[src/rtl/branch_hazard_ctrl.sv]
// ID-stage branch/jump hazard sequencer: stalls until branch operands can be
// forwarded, then redirects the PC and flushes IF/ID. Optional stats: BRANCH_STATS_EN.
module branch_hazard_ctrl #(
    parameter int DELAY_SLOT = 0
`ifdef BRANCH_STATS_EN
    ,
    parameter int CNT_W      = 32
`endif
) (
    input  logic       Clk,
    input  logic       Rst,
    input  logic       Branch,
    input  logic       Taken,
    input  logic [4:0] IdRs,
    input  logic [4:0] IdRt,
    input  logic       RsUsed,
    input  logic       RtUsed,
    input  logic       ExRegWrite,
    input  logic       ExMemRead,
    input  logic [4:0] ExDst,
    input  logic       MemMemRead,
    input  logic [4:0] MemDst,
    input  logic       ExtStall,
    output logic       PCWrite,
    output logic       IFIDWrite,
    output logic       IDEXBubble,
    output logic       IFIDFlush,
    output logic       Redirect,
    output logic [1:0] StallCnt
`ifdef BRANCH_STATS_EN
    ,
    output logic [CNT_W-1:0] NumTaken,
    output logic [CNT_W-1:0] NumBranch,
    output logic [CNT_W-1:0] NumStall
`endif
);

    typedef enum logic {
        RUN   = 1'b0,
        STALL = 1'b1
    } state_t;

    localparam logic FLUSH_ON_TAKEN = (DELAY_SLOT == 0);

    state_t     state_p0, state_nxt;
    logic [1:0] cnt_p0, cnt_nxt;
    logic       ex_hit, mem_hit;
    logic [1:0] need;

    // $0 never creates a dependency: it is hardwired and never really written.
    function automatic logic reg_match(input logic used, input logic [4:0] src,
                                       input logic [4:0] dst);
        return used && (dst != 5'd0) && (src == dst);
    endfunction

    always_comb begin
        ex_hit  = reg_match(RsUsed, IdRs, ExDst)  || reg_match(RtUsed, IdRt, ExDst);
        mem_hit = reg_match(RsUsed, IdRs, MemDst) || reg_match(RtUsed, IdRt, MemDst);
        need    = 2'd0;
        if (Branch) begin
            if (ExMemRead && ex_hit)
                need = 2'd2;
            else if ((ExRegWrite && !ExMemRead && ex_hit) || (MemMemRead && mem_hit))
                need = 2'd1;
        end
    end

    // ---- state register ----
    always_ff @(posedge Clk or negedge Rst) begin
        if (!Rst) begin
            state_p0 <= RUN;
            cnt_p0   <= 2'd0;
        end else begin
            state_p0 <= state_nxt;
            cnt_p0   <= cnt_nxt;
        end
    end

    // ---- next state and pipeline controls ----
    always_comb begin
        state_nxt  = state_p0;
        cnt_nxt    = cnt_p0;
        PCWrite    = 1'b0;
        IFIDWrite  = 1'b0;
        IDEXBubble = 1'b0;
        IFIDFlush  = 1'b0;
        Redirect   = 1'b0;
        if (Rst && !ExtStall) begin
            case (state_p0)
                RUN: begin
                    if (need != 2'd0) begin
                        IDEXBubble = 1'b1;
                        cnt_nxt    = need - 2'd1;
                        state_nxt  = (need > 2'd1) ? STALL : RUN;
                    end else begin
                        PCWrite   = 1'b1;
                        IFIDWrite = 1'b1;
                        Redirect  = Branch && Taken;
                        IFIDFlush = Branch && Taken && FLUSH_ON_TAKEN;
                    end
                end
                STALL: begin
                    IDEXBubble = 1'b1;
                    cnt_nxt    = cnt_p0 - 2'd1;
                    if (cnt_p0 <= 2'd1) begin
                        cnt_nxt   = 2'd0;
                        state_nxt = RUN;
                    end
                end
                default: begin
                    state_nxt = RUN;
                    cnt_nxt   = 2'd0;
                end
            endcase
        end
    end

    assign StallCnt = cnt_p0;

`ifdef BRANCH_STATS_EN
    logic branch_ok;

    function automatic logic [CNT_W-1:0] sat_inc(input logic [CNT_W-1:0] v);
        return (&v) ? v : v + 1'b1;
    endfunction

    assign branch_ok = !ExtStall && (state_p0 == RUN) && Branch && (need == 2'd0);

    // ---- statistics ----
    always_ff @(posedge Clk or negedge Rst) begin
        if (!Rst) begin
            NumTaken  <= '0;
            NumBranch <= '0;
            NumStall  <= '0;
        end else begin
            if (branch_ok)
                NumBranch <= sat_inc(NumBranch);
            if (Redirect)
                NumTaken <= sat_inc(NumTaken);
            if (IDEXBubble)
                NumStall <= sat_inc(NumStall);
        end
    end
`endif

endmodule

[config.mk]
export PLATFORM = sky130hd
export DESIGN_NAME = branch_hazard_ctrl
export DESIGN_NICKNAME = d
export VERILOG_FILES = /design/src/rtl/branch_hazard_ctrl.sv
export SDC_FILE = /design/constraint.sdc
export NUM_CORES = 1
export LEC_CHECK = 0
export ABC_AREA = 1
export CAP_MARGIN = 20
export CORE_MARGIN = 2
export CORE_UTILIZATION = 33
export CTS_CLUSTER_DIAMETER = 150
export DETAILED_ROUTE_END_ITERATION = 7
export GPL_ROUTABILITY_DRIVEN = 0
export PLACE_DENSITY = 0.75
export RECOVER_POWER = 25
export SYNTH_ARGS = -nofsm -noshare
export SYNTH_HDL_FRONTEND = slang
export SYNTH_SLANG_ARGS = --single-unit
[constraint.sdc]
create_clock -name Clk -period 1.9 [get_ports Clk]
set_input_delay 0.38 -clock Clk [delete_from_list [all_inputs] [get_ports Clk]]
set_output_delay 0.38 -clock Clk [all_outputs]
set_load 0.05 [all_outputs]
## After elaboration in Yosys (flattened, before gate mapping)

Cells that the tools add are included.

- Multiplexer cells: 19
- Equality and inequality tests: 5
- Add/subtract/negate cells: 2
- $lt $le $gt $ge: 2
- Reductions and logical operators: 23
- Bitwise logic cells: 1

Operators by type and width:

| cell | number |
|---|---|
| 5-bit == test | 4 |
| 1-bit logical AND | 14 |
| 1-bit two-way mux | 12 |
| 5-bit nonzero test | 2 |
| 2-bit two-way mux | 4 |
| 1-bit one-hot mux with 2 select lines | 2 |
| 2-bit one-hot mux with 2 select lines | 1 |
| 2-bit by 1-bit subtractor with 2-bit output (second input constant) | 2 |
| 1-bit logical OR | 3 |
| 2-bit by 1-bit > comparator with 1-bit output (second input constant) | 1 |
| 2-bit by 1-bit less-or-equal comparator with 1-bit output (second input constant) | 1 |
| 1-bit logical NOT | 2 |
| 2-bit != test (second input constant) | 1 |
| 2-bit AND reduction | 1 |
| 2-bit nonzero test | 1 |
| 1-bit NOT | 1 |

- Input bits: 30
- Register bits: 3
- Logic and storage cells: 54
- Output and inout port bits: 7

## Depth between registers and ports, before layout

- Word-level depth: 13
- Depth in mapped cells: 17
- Mapped depth without buffers: 17

## Worst setup path before layout

Ideal clock, no wire load.

- Path kind: input -> output
- Start point: input port IdRs[2]
- End point: output port Redirect
- Data required time: 1.520 ns
- Path buffers: 1
- Path slack: -1.236 ns
- Arrival: 2.756 ns
- Stages on the path: 15
- Cells stage by stage: inv_1 > nand2_1 > nand2_1 > nor2_1 > nand3_1 > nand2_2 > nand3_2 > nand2_1 > inv_1 > nand2_2 > ha_1 > inv_1 > nor2_1 > and3_1 > buf_4

- Cells in the longest elaborated chain, start to end: 12
- Elaborated cells on any way between the ends: 17
- Those cells by class: 2 x eq/ne; 6 x mux; 9 x reduce/logical

RTL lines:

| element | line | source |
|---|---|---|
| from (decl) | 14 | `input logic [4:0] IdRs,` |
| 5-bit == test | 53 | `return used && (dst != 5'd0) && (src == dst);` |
| 1-bit logical AND | 53 |  |
| 1-bit logical OR, on equally long branches | 57, 58 |  |
| 1-bit logical AND | 63 | `else if ((ExRegWrite && !ExMemRead && ex_hit) \|\| (MemMemRead && mem_hit))` |
| 1-bit logical OR | 63 |  |
| 1-bit two-way mux | 63 |  |
| 2-bit two-way mux * | 61 | `if (ExMemRead && ex_hit)` |
| 2-bit two-way mux * | 60 | `if (Branch) begin` |
| 2-bit nonzero test * | 91 | `if (need != 2'd0) begin` |
| 1-bit two-way mux * (3 in series) | -- |  |
| to (decl) | 28 | `output logic Redirect,` |

Every way passes the cells marked *; elsewhere a longest branch is shown, timed or not.

## Worst setup path in the final report

- Start point: input port MemDst[1]
- End point: output port IFIDFlush

- Cells in the longest elaborated chain, start to end: 13
- Elaborated cells on any way between the ends: 17
- Those cells by class: 2 x eq/ne; 6 x mux; 9 x reduce/logical

RTL lines:

| element | line | source |
|---|---|---|
| from (decl) | 22 | `input logic [4:0] MemDst,` |
| 5-bit nonzero test | 53 |  |
| 1-bit logical AND (2 in series) | 53 |  |
| 1-bit logical OR * | 58 | `mem_hit = reg_match(RsUsed, IdRs, MemDst) \|\| reg_match(RtUsed, IdRt, MemDst);` |
| 1-bit logical AND * | 63 |  |
| 1-bit logical OR * | 63 |  |
| 1-bit two-way mux * | 63 |  |
| 2-bit two-way mux * | 61 |  |
| 2-bit two-way mux * | 60 |  |
| 2-bit nonzero test * | 91 |  |
| 1-bit two-way mux * | 91 |  |
| 1-bit two-way mux * | 89 | `case (state_p0)` |
| 1-bit two-way mux * | 88 | `if (Rst && !ExtStall) begin` |
| to (decl) | 27 | `output logic IFIDFlush,` |

Marks and branches as above.

==> qor.yml <==
clocking:
  clkTransAtPathRegs_ns: 0.04
  cts_root_buf: "clkbuf_4"
  clock_latency_ns: 0.22
  clkSinkCount: 3
  postCtsHoldBufs: 0
  h-tree-depth: 1
  cts.path.max_buffers: 2
  cts_tree: "built"
  cts_made_buffers: 3
sta:
  max_slew_margin_pct: 67.14
  finalHoldViolCount: 0
  tns_ns: -1.186
  drv_slew: 0
  finClkSkew_ns: 0.003018
  fmax_mhz: 462.6
  tightestPinTransition_ns: 0.4914
  rsz0062_at_grt: "yes"
  setup_viol: 5
  hold_ws_ns: 0.4537
  min_period_over_period_pct: 113.8
  fin_crit_ns: 2.162
  setup_ws_ns: -0.2618
synth:
  synth_compound_area_share_pct: 9.388
  synth_area_per_cell_sq_um: 4.984
  synth-xor-area-share_pct: 2.857
  synth_mux_area_share_pct: 0
  synthTopCellsByArea: "nand2_1, inv_1, nor2_1"
  yosysMostFrequentCell: "nand2_1"
  synth_flop_cell: "dfrtp_1"
  synth-async-reset-ratio_pct: 100.0
  ys_warn_count: 0
  synth_common_cells: "nand2_1, inv_1, nor2_1"
  synth_top_family_by_area: "simple AND/OR/NAND/NOR gates"
  yosys.area.top_type_share_pct: 24.49
  postSynthCellCount: 123
  ys_ff_latch: 3
  synth_edf_count: 0
  synth.distinct_cells: 21
  synth_fp_nets: 154
  yosys.area.top_type: "nand2_1"
  syn_area_sq_um: 613.1
  synth_fa_ha_area_share_pct: 2.041
  yosysSeqAreaShare_pct: 12.24
  synth-simple-area-share_pct: 55.71
global_route:
  overflow: 0
  grt_pass1_vias: 857
  track_usage_pct: 20.48
  grt_max_degree: 6
  antenna_found_initial: 0
  grt_pass1_wl_microns: 3367
floorplan:
  fp.dieArea_sq_um: 2218
  start_util_pct: 35.13
  die_w_microns: 47.10
  core-area_sq_um: 1745
  ioPinCount: 37
  die_y_microns: 47.10
  num_rows: 15
route:
  detail_route.vias_per_cell: 4.668
  wl_microns: 2218
  wire_per_inst_microns: 11.15
  antenna_left: 0
  vias: 929
  drt_iter0_markers: 29
  first_pass_iters: 4
  route.detailed.drc: 0
setup_path:
  path_class: "in -> out"
  r2r_end: "StallCnt[1]"
  critPathBufInv: 4
  critical_path.startpoint_type: "input port"
  r2r_start: "state_p0"
  cp_data_required_time_ns: 1.52
  end_kind: "output pin"
  path_max_fanout: 4
  max_stage_delay_ns: 0.18
  crit_path_cell_trace: "buf_2, inv_2, o2bb2ai_2, nor2_1, nand3_1, nand2_1, nand2_1, nand2_1, nand2_2, ha_4, inv_4, nor2_4, and3_4, buf_12"
  rr_worst_depth: 4
  cp_common_cell: "nand2_1"
  crit_family: "simple AND/OR/NAND/NOR gates"
  slowest_stage: "and3_4"
  r2r_slack_ns: 0.75
  cp.arrival_ns: 1.78
finish:
  drive_above_1_share_pct: 58.05
  diodes: 0
  area_growth_pct: 120.0
  fin_cells: 199
  nets: 206
  fin_area_sq_um: 1349
  postLayoutCoreUtil_pct: 77.28
place:
  io_buffers: 36
  dp_cells: 194
  place_ws_ns: -0.7664
  placedInstanceArea_sq_um: 1192
  place_hpwl_microns: 1667
worst_hold_path:
  hold_class: "in -> async"
status:
  violations: "negative setup slack"
  status: "finished with violations"
power:
  power.total_mw: 0.6469
  p_leak_nw: 0.6702
  power_density_nw_per_um2: 479.6
  max-vdd-ir-drop_uv: 472.7
run:
  max-cap-violations: 0
## repair_timing
item / 4_1_cts / 5_1_grt
resized for setup: 132 / 27
buffers inserted: 1 / 0
pin swaps: 26 / 20
setup endpoints to repair: 7 / 7
## routing by layer
layer	wire, microns	share of wire (%)	global-route usage, %
met2	1184	53	38.08
met4	0	0	3.333
met3	90	4.1	0
met5	0	0	0
met1	943	43	26.96
## cells by family after synthesis
logic type / Yosys count
compound gates: 9
buf+inv: 27
fa+ha+maj: 1
xor+xnor: 2
simple gates: 81
flops: 3
## power breakdown
group | internal, mW | switching (mW)
logic | 0.187 | 0.240
clock network | 0.0785 | 0.0291
registers | 0.0878 | 0.0240
total | 0.354 | 0.293
## how the worst max path moves through the flow
| stage | start | endpoint | slack [ns] | depth (start not counted) |
|---|---|---|---|---|
| CTS | IdRt[1] | IFIDFlush | -0.25 | 14 |
| global placement | IdRt[1] | IDEXBubble | -0.74 | 16 |
| finish | MemDst[1] | IFIDFlush | -0.26 | 14 |
| detailed placement | IdRt[1] | IDEXBubble | -0.77 | 16 |
| global route | MemDst[1] | IFIDFlush | -0.35 | 14 |
| floorplan | IdRt[1] | Redirect | -0.42 | 15 |
## area by class of cell
cell class                 instances  area, sq um
fill                             142        396.6
clock buffer                       4        26.28
inverter                          25        128.9
sequential                         3        75.07
timing repair buffer              49        513.0
tap                               25        31.28
multi-input combinational         93        574.3
## sequential cells by signal, indices dropped and copies added, names as in the netlist
name / flops
state_p0: 1
StallCnt: 2
## cell usage in the layout (no fill, tap or decap), types with 3 or more instances in the layout
master,n
a21oi_2,3
inv_1,9
clkdlybuf4s50_1,8
nand2_1,26
buf_4,11
buf_8,3
inv_4,4
nor2_2,8
nand3_1,5
buf_6,13
nor2_4,3
inv_2,8
nand2_2,17
buf_12,6
dfrtp_1,3
clkbuf_4,3
nor3_2,4
buf_2,7
nor2_1,12
Power figures use the tool's default switching activity.
==> variant, RTL diff (same settings) <==
Put one more register stage on the output `StallCnt`, without a reset. The value now appears one clock later. The other outputs are not delayed to match.
--- a/src/rtl/branch_hazard_ctrl.sv
+++ b/src/rtl/branch_hazard_ctrl.sv
@@ -116,5 +116,7 @@
     end
 
-    assign StallCnt = cnt_p0;
+    always_ff @(posedge Clk) begin
+        StallCnt <= cnt_p0;
+    end
 
 `ifdef BRANCH_STATS_EN
Function: changed (Yosys sat finds a counterexample within 4 cycles, from zero or initial values and one cycle with Rst low).
==> variant against the original RTL <==
- highest routed layer is now met4
- count of clock-buffer cells in the layout unchanged
- clock skew down 2.1 ps
- routed wire length down 5.3%
- cell count up 1.5%
- synthesized area up 7.3%
- worst setup slack about the same
- total power up 9.8%
- critical path type unchanged
- register-to-register slack worse by 40 ps
- the flow still finishes with violations (setup timing)
- worst hold slack worse by 51 ps
- sequential cell count up 2
- final area down 3.5%
- sequential share of layout area up 3.3 points
==> variant: results <==
export IMPL_status="finished with violations"
export IMPL_violations="setup timing"
export IMPL_finalSetupTns_ps=-1200
export IMPL_async_reset_ff_frac=0.600
export IMPL_viasPerCell=4.57
export IMPL_hold_ws_ps=403
export IMPL_setup_viol=5
export IMPL_worstMarginPinSlew_ps=501
export IMPL_yosysSeqAreaShare=0.175
export IMPL_first_iter_violations=27
export IMPL_finalNetCount=207
export IMPL_grt_pass1_vias=856
export IMPL_min_path_type="reg -> reg"
export IMPL_synthesis_nets=158
export IMPL_clock_latency_ps=240
export IMPL_ir_drop_v=0.000409
export IMPL_finalWorstSetupSlack_ps=-262
export IMPL_ys_top_cells_by_area="nand2_1, nor2_1, inv_1"
export IMPL_post_dp_hpwl_mm=1.68
export IMPL_worst_r2r_setup_slack_ps=710
export IMPL_nFillCells=166
export IMPL_synth_commonest_cells="nand2_1, nor2_1, inv_1, nand3_1, nor3_1"
export IMPL_path_max_fanout=3
export IMPL_grtUsageTotal=0.187
export IMPL_grt_pass1_wl_mm=3.53
## variant: cell count changes after synthesis, sizes merged
cell | before | now
a21oi | 3 | 2
dfxtp | 0 | 2
inv | 25 | 27
nand2 | 43 | 40
nor2 | 23 | 26
nor3 | 5 | 6
o22ai | 1 | 2
o2bb2ai | 1 | 0
## variant: repair_timing
item                                    in CTS  in global routing
endpoints found under the setup margin       7                  7
gates resized for setup                     99                 46
setup buffers                                1                  1
pin swaps                                   27                 27
hold buffers                                 0                  0
endpoints found under the hold margin        0                  0
## variant: critical path, stage by stage
cell and delay (ps):
buf_4 130, inv_2 60, buf_4 100, nor2_2 30, nor3_2 120, nand3_1 100
nand2_1 70, nand2_1 60, nand2_2 80, nand2_4 70, ha_4 160, inv_4 60
nor2_4 30, and3_4 190, buf_12 150
## variant: layout make-up
class,instances,share of cell area
flip-flops and latches,5,0.0885
well taps,27,0.0260
multi-input cells,93,0.417
inverters,27,0.0933
clock buffers,4,0.0202
repair buffers,46,0.355
## variant: report_power, final
group / total [W] / switching (W) / internal, W
Clock: 0.000125 / 0.0000455 / 0.0000795
Combinational: 0.000405 / 0.000232 / 0.000173
Sequential: 0.000180 / 0.0000280 / 0.000152
Total: 0.000710 / 0.000306 / 0.000405
## variant: per-layer routing
| metal | vias to the layer above | global-route usage | routed length (um) |
|---|---|---|---|
| met1 | 407 | 0.250 | 984 |
| met4 | 0 | 0.0571 | 16 |
| li1 | 484 | - | - |
| met3 | 2 | 0.0370 | 130 |
| met2 | 31 | 0.304 | 969 |
| met5 | - | 0 | 0 |
## variant: per-stage QoR
| stage | setup WS, ps | instance area (um^2) | utilization | cells |
|---|---|---|---|---|
| after floorplan | -425 | 716 | - | 127 |
| after global placement | -690 | 1200 | 0.627 | 197 |
| after detailed placement | -771 | 1200 | 0.627 | 197 |
| after CTS | -326 | 1210 | 0.632 | 202 |
| after global routing | -335 | 1300 | 0.677 | 202 |
| final | -262 | 1300 | 0.677 | 202 |
## variant: path summary, 6_finish.rpt
path	cells past startpoint	start	endpoint
setup / recovery	15	IdRt[3]	IFIDFlush
hold / removal	0	cnt_p0[1]	StallCnt[1]
setup reg to reg	6	state_p0	cnt_p0[1]
hold reg to reg	0	cnt_p0[1]	StallCnt[1]
max in group asynchronous	2	Rst	cnt_p0[0]
min in group asynchronous	2	Rst	state_p0
## variant: cell families after synthesis
family          synth area share
fa+ha+maj                 0.0190
xor+xnor                  0.0266
compound gates            0.0760
buf+inv                    0.177
simple gates               0.527
flops                      0.175
